<file path="config.mk">
export PLATFORM = sky130hd
export DESIGN_NAME = imem_loader_flat
export DESIGN_NICKNAME = d
export VERILOG_FILES = /design/src/rtl/imem_loader_if.sv /design/src/rtl/imem_loader.sv /design/src/flat_wrapper.sv
export SDC_FILE = /design/constraint.sdc
export NUM_CORES = 1
export LEC_CHECK = 0
export ABC_AREA = 1
export CAP_MARGIN = 40
export CELL_PAD_IN_SITES_DETAIL_PLACEMENT = 0
export CELL_PAD_IN_SITES_GLOBAL_PLACEMENT = 1
export CORE_UTILIZATION = 41
export DETAILED_ROUTE_END_ITERATION = 7
export MAX_ROUTING_LAYER = met4
export PLACE_DENSITY_LB_ADDON = 0.25
export SLEW_MARGIN = 10
export SYNTH_ARGS = -nofsm -noshare
export SYNTH_HDL_FRONTEND = slang
export SYNTH_SLANG_ARGS = --single-unit
</file>
<file path="constraint.sdc">
create_clock -name clk -period 1.5 [get_ports clk]
set_input_delay 0.15 -clock clk [delete_from_list [all_inputs] [get_ports clk]]
set_output_delay 0.15 -clock clk [all_outputs]
set_load 0.02 [all_outputs]
</file>
<file path="src/rtl/imem_loader_if.sv">
// ---------------------------------------------------------------------------
// imem_loader_if
// Bus bundle between the board-side controller (switches, debounced buttons,
// PC) and the instruction-memory loader.
//
//   inst_in     : instruction word from the board switches
//   load_pulse  : one-cycle pulse, store inst_in at the write pointer
//   clear_pulse : one-cycle pulse, empty the program
//   run_pulse   : one-cycle pulse, toggle LOAD <-> RUN
//   read_addr   : instruction address from the PC
//   read_data   : instruction at read_addr (combinational)
//   wr_ptr      : next write address
//   count       : number of loaded words
//   full        : count has reached DEPTH
//   running     : loader is in RUN
//   load_err    : sticky misuse flag
//
// The master modport is the controller side; the slave modport is the loader.
// ---------------------------------------------------------------------------
interface imem_loader_if #(
  parameter int WIDTH = 16
);
  logic [WIDTH-1:0] inst_in;
  logic             load_pulse;
  logic             clear_pulse;
  logic             run_pulse;
  logic [4:0]       read_addr;
  logic [WIDTH-1:0] read_data;
  logic [4:0]       wr_ptr;
  logic [5:0]       count;
  logic             full;
  logic             running;
  logic             load_err;

  modport master (
    output inst_in,
    output load_pulse,
    output clear_pulse,
    output run_pulse,
    output read_addr,
    input  read_data,
    input  wr_ptr,
    input  count,
    input  full,
    input  running,
    input  load_err
  );

  modport slave (
    input  inst_in,
    input  load_pulse,
    input  clear_pulse,
    input  run_pulse,
    input  read_addr,
    output read_data,
    output wr_ptr,
    output count,
    output full,
    output running,
    output load_err
  );
endinterface

</file>
<file path="src/rtl/imem_loader.sv">
// ---------------------------------------------------------------------------
// imem_loader
// Small instruction memory that a user fills word by word from board switches
// (LOAD state) and that a CPU then fetches from (RUN state).
//
// Ports:
//   clk   : single clock, all state updates on its rising edge
//   reset : synchronous, active-low reset (state LOAD, memory and counters 0)
//   bus   : imem_loader_if.slave, see the interface file for each signal
//
// Parameters:
//   DEPTH     : number of instruction words (power of two, at most 32)
//   WIDTH     : instruction word width
//   HALT_WORD : word returned for addresses outside the program
//
// Optional feature:
//   IMEM_LOADER_GUARD_EN : when defined, reads at addresses not yet loaded
//                          (read_addr >= count, unless full) return HALT_WORD
//                          so a runaway PC halts instead of executing zeros.
// ---------------------------------------------------------------------------
module imem_loader #(
  parameter int               DEPTH     = 32,
  parameter int               WIDTH     = 16,
  parameter logic [WIDTH-1:0] HALT_WORD = 16'hE000
) (
  input  logic          clk,
  input  logic          reset,
  imem_loader_if.slave  bus
);

  // Address bits actually used to index the storage array.
  localparam int AW = (DEPTH > 1) ? $clog2(DEPTH) : 1;

  typedef enum logic {
    LOAD_S = 1'b0,
    RUN_S  = 1'b1
  } state_t;

  state_t           state_q,    state_d;
  logic [4:0]       wr_ptr_q,   wr_ptr_d;
  logic [5:0]       count_q,    count_d;
  logic             load_err_q, load_err_d;
  logic [WIDTH-1:0] mem_q [DEPTH];
  logic [WIDTH-1:0] mem_d [DEPTH];

  logic             full_w;
  logic [WIDTH-1:0] rd_word;

  assign full_w = (count_q == 6'(DEPTH));

  // -------------------------------------------------------------------------
  // Next-state logic. Within LOAD the clear/load is resolved first, and the
  // run decision then looks at the resulting count, so a load coinciding with
  // run_pulse on an empty program still enters RUN, and a clear coinciding
  // with run_pulse refuses and flags the error.
  // -------------------------------------------------------------------------
  always_comb begin
    state_d    = state_q;
    wr_ptr_d   = wr_ptr_q;
    count_d    = count_q;
    load_err_d = load_err_q;
    for (int i = 0; i < DEPTH; i++) begin
      mem_d[i] = mem_q[i];
    end

    case (state_q)
      LOAD_S: begin
        if (bus.clear_pulse) begin
          // Clear beats a coincident load; the load is simply dropped.
          wr_ptr_d   = '0;
          count_d    = '0;
          load_err_d = 1'b0;
          for (int i = 0; i < DEPTH; i++) begin
            mem_d[i] = '0;
          end
        end else if (bus.load_pulse) begin
          if (full_w) begin
            load_err_d = 1'b1;
          end else begin
            mem_d[wr_ptr_q[AW-1:0]] = bus.inst_in;
            // After the DEPTH-th write the pointer wraps to 0; full tells
            // that case apart from an empty program.
            wr_ptr_d = (wr_ptr_q == 5'(DEPTH - 1)) ? 5'd0 : wr_ptr_q + 5'd1;
            count_d  = count_q + 6'd1;
          end
        end

        if (bus.run_pulse) begin
          if (count_d != 6'd0) begin
            state_d = RUN_S;
          end else begin
            load_err_d = 1'b1;
          end
        end
      end

      RUN_S: begin
        // Program is frozen while running; any edit attempt is flagged.
        if (bus.load_pulse || bus.clear_pulse) begin
          load_err_d = 1'b1;
        end
        if (bus.run_pulse) begin
          state_d = LOAD_S;
        end
      end

      default: begin
        state_d = LOAD_S;
      end
    endcase
  end

  // -------------------------------------------------------------------------
  // State registers. Memory is reset along with control so that a reset
  // always leaves an empty, all-zero program.
  // -------------------------------------------------------------------------
  always_ff @(posedge clk) begin
    if (!reset) begin
      state_q    <= LOAD_S;
      wr_ptr_q   <= '0;
      count_q    <= '0;
      load_err_q <= 1'b0;
      for (int i = 0; i < DEPTH; i++) begin
        mem_q[i] <= '0;
      end
    end else begin
      state_q    <= state_d;
      wr_ptr_q   <= wr_ptr_d;
      count_q    <= count_d;
      load_err_q <= load_err_d;
      for (int i = 0; i < DEPTH; i++) begin
        mem_q[i] <= mem_d[i];
      end
    end
  end

  // -------------------------------------------------------------------------
  // Read port: purely combinational from the registered array, so a word
  // being written this cycle still reads back its old value until the edge.
  // -------------------------------------------------------------------------
  always_comb begin
    rd_word = '0;
    if (32'(bus.read_addr) >= 32'(DEPTH)) begin
      rd_word = HALT_WORD;
    end else begin
`ifdef IMEM_LOADER_GUARD_EN
      if (({1'b0, bus.read_addr} >= count_q) && !full_w) begin
        rd_word = HALT_WORD;
      end else begin
        rd_word = mem_q[bus.read_addr[AW-1:0]];
      end
`else
      rd_word = mem_q[bus.read_addr[AW-1:0]];
`endif
    end
  end

  assign bus.read_data = rd_word;
  assign bus.wr_ptr    = wr_ptr_q;
  assign bus.count     = count_q;
  assign bus.full      = full_w;
  assign bus.running   = (state_q == RUN_S);
  assign bus.load_err  = load_err_q;

endmodule
</file>
<file path="src/flat_wrapper.sv">
// flat-port wrapper written by rule: the top's interface ports become plain ports
module imem_loader_flat 
#(
  parameter int               DEPTH     = 32,
  parameter int               WIDTH     = 16,
  parameter logic [WIDTH-1:0] HALT_WORD = 16'hE000
)
  (clk, reset, bus_inst_in, bus_load_pulse, bus_clear_pulse, bus_run_pulse, bus_read_addr, bus_read_data, bus_wr_ptr, bus_count, bus_full, bus_running, bus_load_err);
  imem_loader_if #(.WIDTH(WIDTH)) bus_i ();
  input  logic clk;
  input  logic reset;
  input wire logic [$bits(bus_i.inst_in)-1:0] bus_inst_in;
  input wire logic [$bits(bus_i.load_pulse)-1:0] bus_load_pulse;
  input wire logic [$bits(bus_i.clear_pulse)-1:0] bus_clear_pulse;
  input wire logic [$bits(bus_i.run_pulse)-1:0] bus_run_pulse;
  input wire logic [$bits(bus_i.read_addr)-1:0] bus_read_addr;
  output wire logic [$bits(bus_i.read_data)-1:0] bus_read_data;
  output wire logic [$bits(bus_i.wr_ptr)-1:0] bus_wr_ptr;
  output wire logic [$bits(bus_i.count)-1:0] bus_count;
  output wire logic [$bits(bus_i.full)-1:0] bus_full;
  output wire logic [$bits(bus_i.running)-1:0] bus_running;
  output wire logic [$bits(bus_i.load_err)-1:0] bus_load_err;
  assign bus_i.inst_in = bus_inst_in;
  assign bus_i.load_pulse = bus_load_pulse;
  assign bus_i.clear_pulse = bus_clear_pulse;
  assign bus_i.run_pulse = bus_run_pulse;
  assign bus_i.read_addr = bus_read_addr;
  assign bus_read_data = bus_i.read_data;
  assign bus_wr_ptr = bus_i.wr_ptr;
  assign bus_count = bus_i.count;
  assign bus_full = bus_i.full;
  assign bus_running = bus_i.running;
  assign bus_load_err = bus_i.load_err;
  imem_loader #(.DEPTH(DEPTH), .WIDTH(WIDTH), .HALT_WORD(HALT_WORD)) u_core (.clk(clk), .reset(reset), .bus(bus_i));
endmodule
</file>
==> flow_summary.toml, run 1 <==
[critical_path]
endpoint = "bus_read_data[10]"
crit_start = "u_core.mem_q[10][10]"
cp.required_ns = 1.35
worstPathArrival_ns = 1.89
r2r-end = "u_core.mem_q[22][10]"
start_kind = "flip-flop"
r2r-start = "u_core.bus.count[1]"
critPathMaxFanout = 2
critPathKind = "reg2out"
cp-end-kind = "primary output"
r2r_cells = 12
worst-r2r-setup-slack_ns = -0.41

[cells_and_area]
regArea_um2 = 10700
finalNonFillerCells = 4817
n_antenna_cell = 0
synthToLayoutAreaGrowth_pct = 66.1
nFillCells = 4513
nets = 4024
stdcell_area_um2 = 41500
layout-drive-gt1-share_pct = 52.8
multi_input_area_um2 = 19500

[synthesis]
yosysWarnings = 0
syn_nets = 3711
synth-seq-cells = 525
syn_inst = 3678
syn_area_um2 = 25000
synth-seq-area-share_pct = 42.0
syn_avg_cell_area_um2 = 6.80
ys_types = 25

[flow_run]
max-cap-violations = 0

[power_and_ir_drop]
power_mw = 37.8
p_per_area_nw_per_um2 = 909
ir_worst_vdd_uv = 910
total_leakage_power_nw = 13.7

[global_route]
grt.total_usage_pct = 35.0
grt_pass1_wl_um = 164000
grt_pass1_vias = 27400
grt_max_degree = 75
antenna_found_initial = 0
overflow = 0

[sta]
final_max_slew_viol_count = 0
fmax_ghz = 0.490
relSlewSlack_pct = 51.7
whs_ns = 0.0521
finClkSkew_ns = 0.0158
worst_pin_slew_ns = 0.724
fin_crit_ns = 2.04
hold_violations = 0
setup_viol_count_final = 535
fin_ws_ns = -0.540
grt_setup_unrepaired = "yes"
period_share_pct = 136

[worst_hold_path]
hp-class = "in2reg"
hp-start = "bus_clear_pulse"

[floorplanning]
initial_utilization_pct = 41.4
dieArea_um2 = 62000
die_w_um = 249
rows = 90
die_h_um = 249
core_region_area_um2 = 60400
ioPinCount = 56

[run_status]
violations = "negative setup slack"
status = "complete, but fails checks"

[routing]
postRouteAntennaNets = 0
wl_per_cell_um = 24.6
drc = 0
drt_iter0_markers = 3169
first_pass_iters = 6
vias = 29700
drt_wl_total_um = 118000
viasPerCell = 6.17

[cts]
cts_max_level = 2
numCtsBuffers = 58
clk_latency_ns = 0.64
cts_sinks = 525
clk_transition_reported_paths_ns = 0.06
holdBufCountCts = 0
cts_tree = "built"
cts_root_buffer = "clkbuf_16"
clk_path_buf_depth = 3

[placement]
routabilityCongestion = 0.900
placed_area_um2 = 30200
hpwl_um = 64000
numPortBuffers = 55
pre_cts_slack_ns = -0.913
placed_cells = 4579
## sequential cells by signal, indices dropped and copies added, names as in the netlist
signal               flops
u_core.bus.count         6
u_core.mem_q           512
u_core.bus.running       1
u_core.bus.load_err      1
u_core.bus.wr_ptr        5
## cell type report
type,instances,share of cell area [%]
flip-flops and latches,525,25.9
inverters,45,0.503
multi-input cells,2760,46.9
clock inverters,17,0.455
repair buffers,601,19.7
well taps,782,2.36
clock buffers,87,4.22
## cells by family (layout without fill, tap and decap cells)
group,count (synthesis),count (layout),synth area share (%)
compound gates,679,679,14.8
fa+ha+maj,7,7,0.350
simple gates,2074,2074,35.5
buf+inv,393,750,7.38
flops,525,525,42.0
## critical path, stage by stage, from the launching register on
cell,delay [ns]
dfxtp_1,0.35
nand2_1,0.07
nand3_1,0.08
nand3_2,0.17
nand2_4,0.16
a21oi_4,0.08
a21oi_4,0.21
buf_6,0.14
## how the worst min path moves through the flow
stage                            to  slack, ns  cells after the start
6_report       u_core.bus.wr_ptr[4]       0.05                      5
3_3_place_gp    u_core.mem_q[14][8]       0.44                      2
3_5_place_dp   u_core.mem_q[16][10]       0.45                      2
5_1_grt        u_core.bus.wr_ptr[4]       0.06                      5
4_1_cts        u_core.bus.wr_ptr[4]       0.02                      5
2_1_floorplan   u_core.bus.load_err       0.27                      2
## routing by layer
| layer | global-route usage (%) | vias up | wire length [um] |
|---|---|---|---|
| li1 | - | 13100 | - |
| met1 | 43.4 | 14600 | 45900 |
| met2 | 55.2 | 1611 | 54800 |
| met3 | 4.83 | 494 | 9800 |
| met4 | 18.5 | 0 | 8000 |
| met5 | - | - | 0 |
## metrics by stage
| stage | TNS (ns) | util, % |
|---|---|---|
| floorplan | -70.42 | - |
| global placement | -106.47 | 50.0 |
| detailed placement | -119.13 | 50.0 |
| CTS | -148.84 | 59.6 |
| global route | -180.31 | 68.8 |
| finish | -150.45 | 68.8 |
## what timing repair did
action                                  4_1_cts  5_1_grt
pin swaps                                   205      438
endpoints found under the setup margin      547      537
gates cloned                                 52       35
buffers inserted                             48       52
gates resized for setup                     669     1268
## power by group
| group | internal (mW) | leakage [nW] | switching (mW) | total, mW |
|---|---|---|---|---|
| Sequential | 14.0 | 4.32 | 0.0504 | 14.1 |
| Clock | 8.69 | 0.968 | 6.16 | 14.8 |
| Combinational | 3.70 | 8.40 | 5.15 | 8.85 |
## synthesized netlist by cell type
cell         n  share of area [%]
o211ai_2    32                1.6
clkbuf_1   192                2.9
nand2_2      2              0.050
a211oi_1     1              0.030
ha_1         7               0.35
nand3_1    844                 17
nand2_1   1138                 17
inv_2        9               0.14
buf_1       36               0.54
o41ai_1      1              0.035
nand3_2      1              0.040
nor3_1       2              0.040
nor2_2       8               0.20
nand4_1      1              0.025
o31ai_1     16               0.48
a21oi_1    619                 12
buf_6       34                1.5
o21bai_1     2              0.060
dfxtp_1    525                 42
nor2_1      78                1.2
o21ai_0      8               0.16
clkinv_1     1              0.015
buf_2       83                1.7
inv_1       35               0.53
buf_4        3              0.090
## layout by cell type, fill, tap and decap left out, types with 10 or more instances in the layout
cell             synthesis  layout
a21oi_1                619     198
a21oi_2                  0     397
a21oi_4                  0      24
buf_12                   0     147
buf_16                   0      32
buf_2                   83      14
buf_4                    3     251
buf_6                   34      61
buf_8                    0      35
clkbuf_1               192      13
clkbuf_16                0     100
clkbuf_8                 0      14
clkdlybuf4s50_1          0      20
clkinv_2                 0      12
dfxtp_1                525     358
dfxtp_2                  0     159
inv_1                   35      27
inv_2                    9      11
nand2_1               1138     892
nand2_2                  2     144
nand2_4                  0     102
nand3_1                844     351
nand3_2                  1     393
nand3_4                  0     101
nor2_1                  78      22
nor2_2                   8      27
nor2_4                   0      37
o211ai_4                 0      28
o31ai_2                  0      10
No activity file was read; power rests on OpenSTA's default activity.
==> inputs of run 2 (changes only) <==
Settings changed: CAP_MARGIN 40 to default, CORE_UTILIZATION 41 to 40, TNS_END_PERCENT from default to 20.
==> flow_summary.toml, run 2 (synthesis results as in run 1) <==
[placement]
hpwl_um = 65000
routabilityCongestion = 0.942
numPortBuffers = 55
pre_cts_slack_ns = -0.940

[power_and_ir_drop]
p_per_area_nw_per_um2 = 969
ir_worst_vdd_uv = 968
total_leakage_power_nw = 13.0

[critical_path]
critPathMaxFanout = 2
cp-end-kind = "primary output"
start_kind = "flip-flop"
critPathMaxStageDelay_ns = 0.41
cp_slowest_cell = "dfxtp_1"
crit_buf_inv = 1
worstPathArrival_ns = 1.95
critPathKind = "reg2out"
crit_family = "simple AND/OR/NAND/NOR gates"
crit_path_cell_trace = "nand2_1, nand3_1, nand3_4, nand2_4, a21oi_4, a21oi_2, buf_4"
cp.required_ns = 1.35

[cells_and_area]
largest_reg_flops = 512
synthToLayoutAreaGrowth_pct = 48.3
layout_commonest_cell = "nand2_1"
layout_common_cells = "nand2_1, nand3_1, a21oi_1"
regMostFlops = "u_core.mem_q"
n_antenna_cell = 0
regArea_um2 = 10700
multi_input_area_um2 = 16000
layout-drive-gt1-share_pct = 36.5
nets = 4006
nFillCells = 5479

[global_route]
grt_pass1_wl_um = 162000
met1_usage_pct = 43.2
groute.layer.met2.usage_pct = 52.7
overflow = 0
grtUsageMet3_pct = 5.50
grt_max_degree = 47
busiest_layer = "met2"
grt.total_usage_pct = 34.1
grt_pass1_vias = 26800
antenna_found_initial = 0

[routing]
viasPerCell = 5.92
wl_per_cell_um = 22.7
drc = 0
drt_iter0_markers = 2816
postRouteAntennaNets = 0
vias = 28700
first_pass_iters = 6
drt_wl_total_um = 110000

[sta]
worst_pin_slew_ns = 0.500
grt_setup_unrepaired = "yes"
whs_ns = 0.0601
fin_ws_ns = -0.604
finClkSkew_ns = 0.0361
final_max_slew_viol_count = 0
fmax_ghz = 0.475
hold_violations = 0
relSlewSlack_pct = 66.7
period_share_pct = 140
fin_crit_ns = 2.10
setup_viol_count_final = 538

[cts]
clk_transition_reported_paths_ns = 0.06
clk_path_buf_depth = 3
holdBufCountCts = 0
cts_max_level = 2
cts_tree = "built"
cts_root_buffer = "clkbuf_16"
cts_sinks = 525
clk_latency_ns = 0.66
numCtsBuffers = 59

[run_status]
status = "complete, but fails checks"
violations = "negative setup slack"

[flow_run]
max-cap-violations = 0

[floorplanning]
initial_utilization_pct = 40.5
dieArea_um2 = 63500
ioPinCount = 56
die_w_um = 252
rows = 91
die_h_um = 252
core_region_area_um2 = 61700

[worst_hold_path]
hp-class = "in2reg"
run 2: where the power goes:
part	switching, mW	leakage (nW)	internal (mW)
registers	0.0489	4.31	14.0
clock network	6.21	0.941	8.32
logic	4.31	7.76	3.04
run 2: worst paths after layout:
path	end	cells after the start	slack, ns	from
setup / recovery	bus_read_data[6]	7	-0.60	u_core.mem_q[27][6]
hold / removal	u_core.bus.wr_ptr[4]	5	0.06	bus_clear_pulse
setup reg to reg	u_core.mem_q[16][8]	12	-0.36	u_core.bus.count[1]
hold reg to reg	u_core.mem_q[5][11]	2	0.46	u_core.mem_q[5][11]
run 2: per-layer routing:
layer	vias up	part of all wire [%]
met5	-	0
met4	0	5.4
met3	327	8.6
met2	1466	46
met1	13900	40
li1	13000	-
run 2: worst min-delay path: stages:
cell and delay [ns]:
buf_4 0.13, inv_2 0.07, buf_4 0.16, nand3_1 0.08, a21oi_1 0.05
run 2: area by class of cell:
cell class / count / area share (%)
tap: 837 / 2.82
inverter: 45 / 0.567
clock inverter: 19 / 0.509
sequential: 525 / 28.9
timing repair inverter: 2 / 0.0742
multi-input combinational: 2760 / 43.1
timing repair buffer: 580 / 19.4
clock buffer: 87 / 4.59
run 2: stage by stage:
stage               power [mW]  setup TNS [ns]  utilization, %  std cells  area (um2)
global placement          19.5         -139.02            48.4       4650       29900
CTS                       35.3         -134.77            56.7       4822       35000
floorplan                 16.9          -73.02               -       3678       25200
finish                    35.9         -125.67            60.1       4855       37100
global route              36.8         -155.95            60.1       4855       37100
detailed placement        19.6         -150.01            48.4       4650       29900
run 2: what timing repair did:
action,CTS,global route
buffers inserted,28,20
pin swaps,169,179
resized for setup,651,466
cloned,41,17
endpoints found under the setup margin,546,543
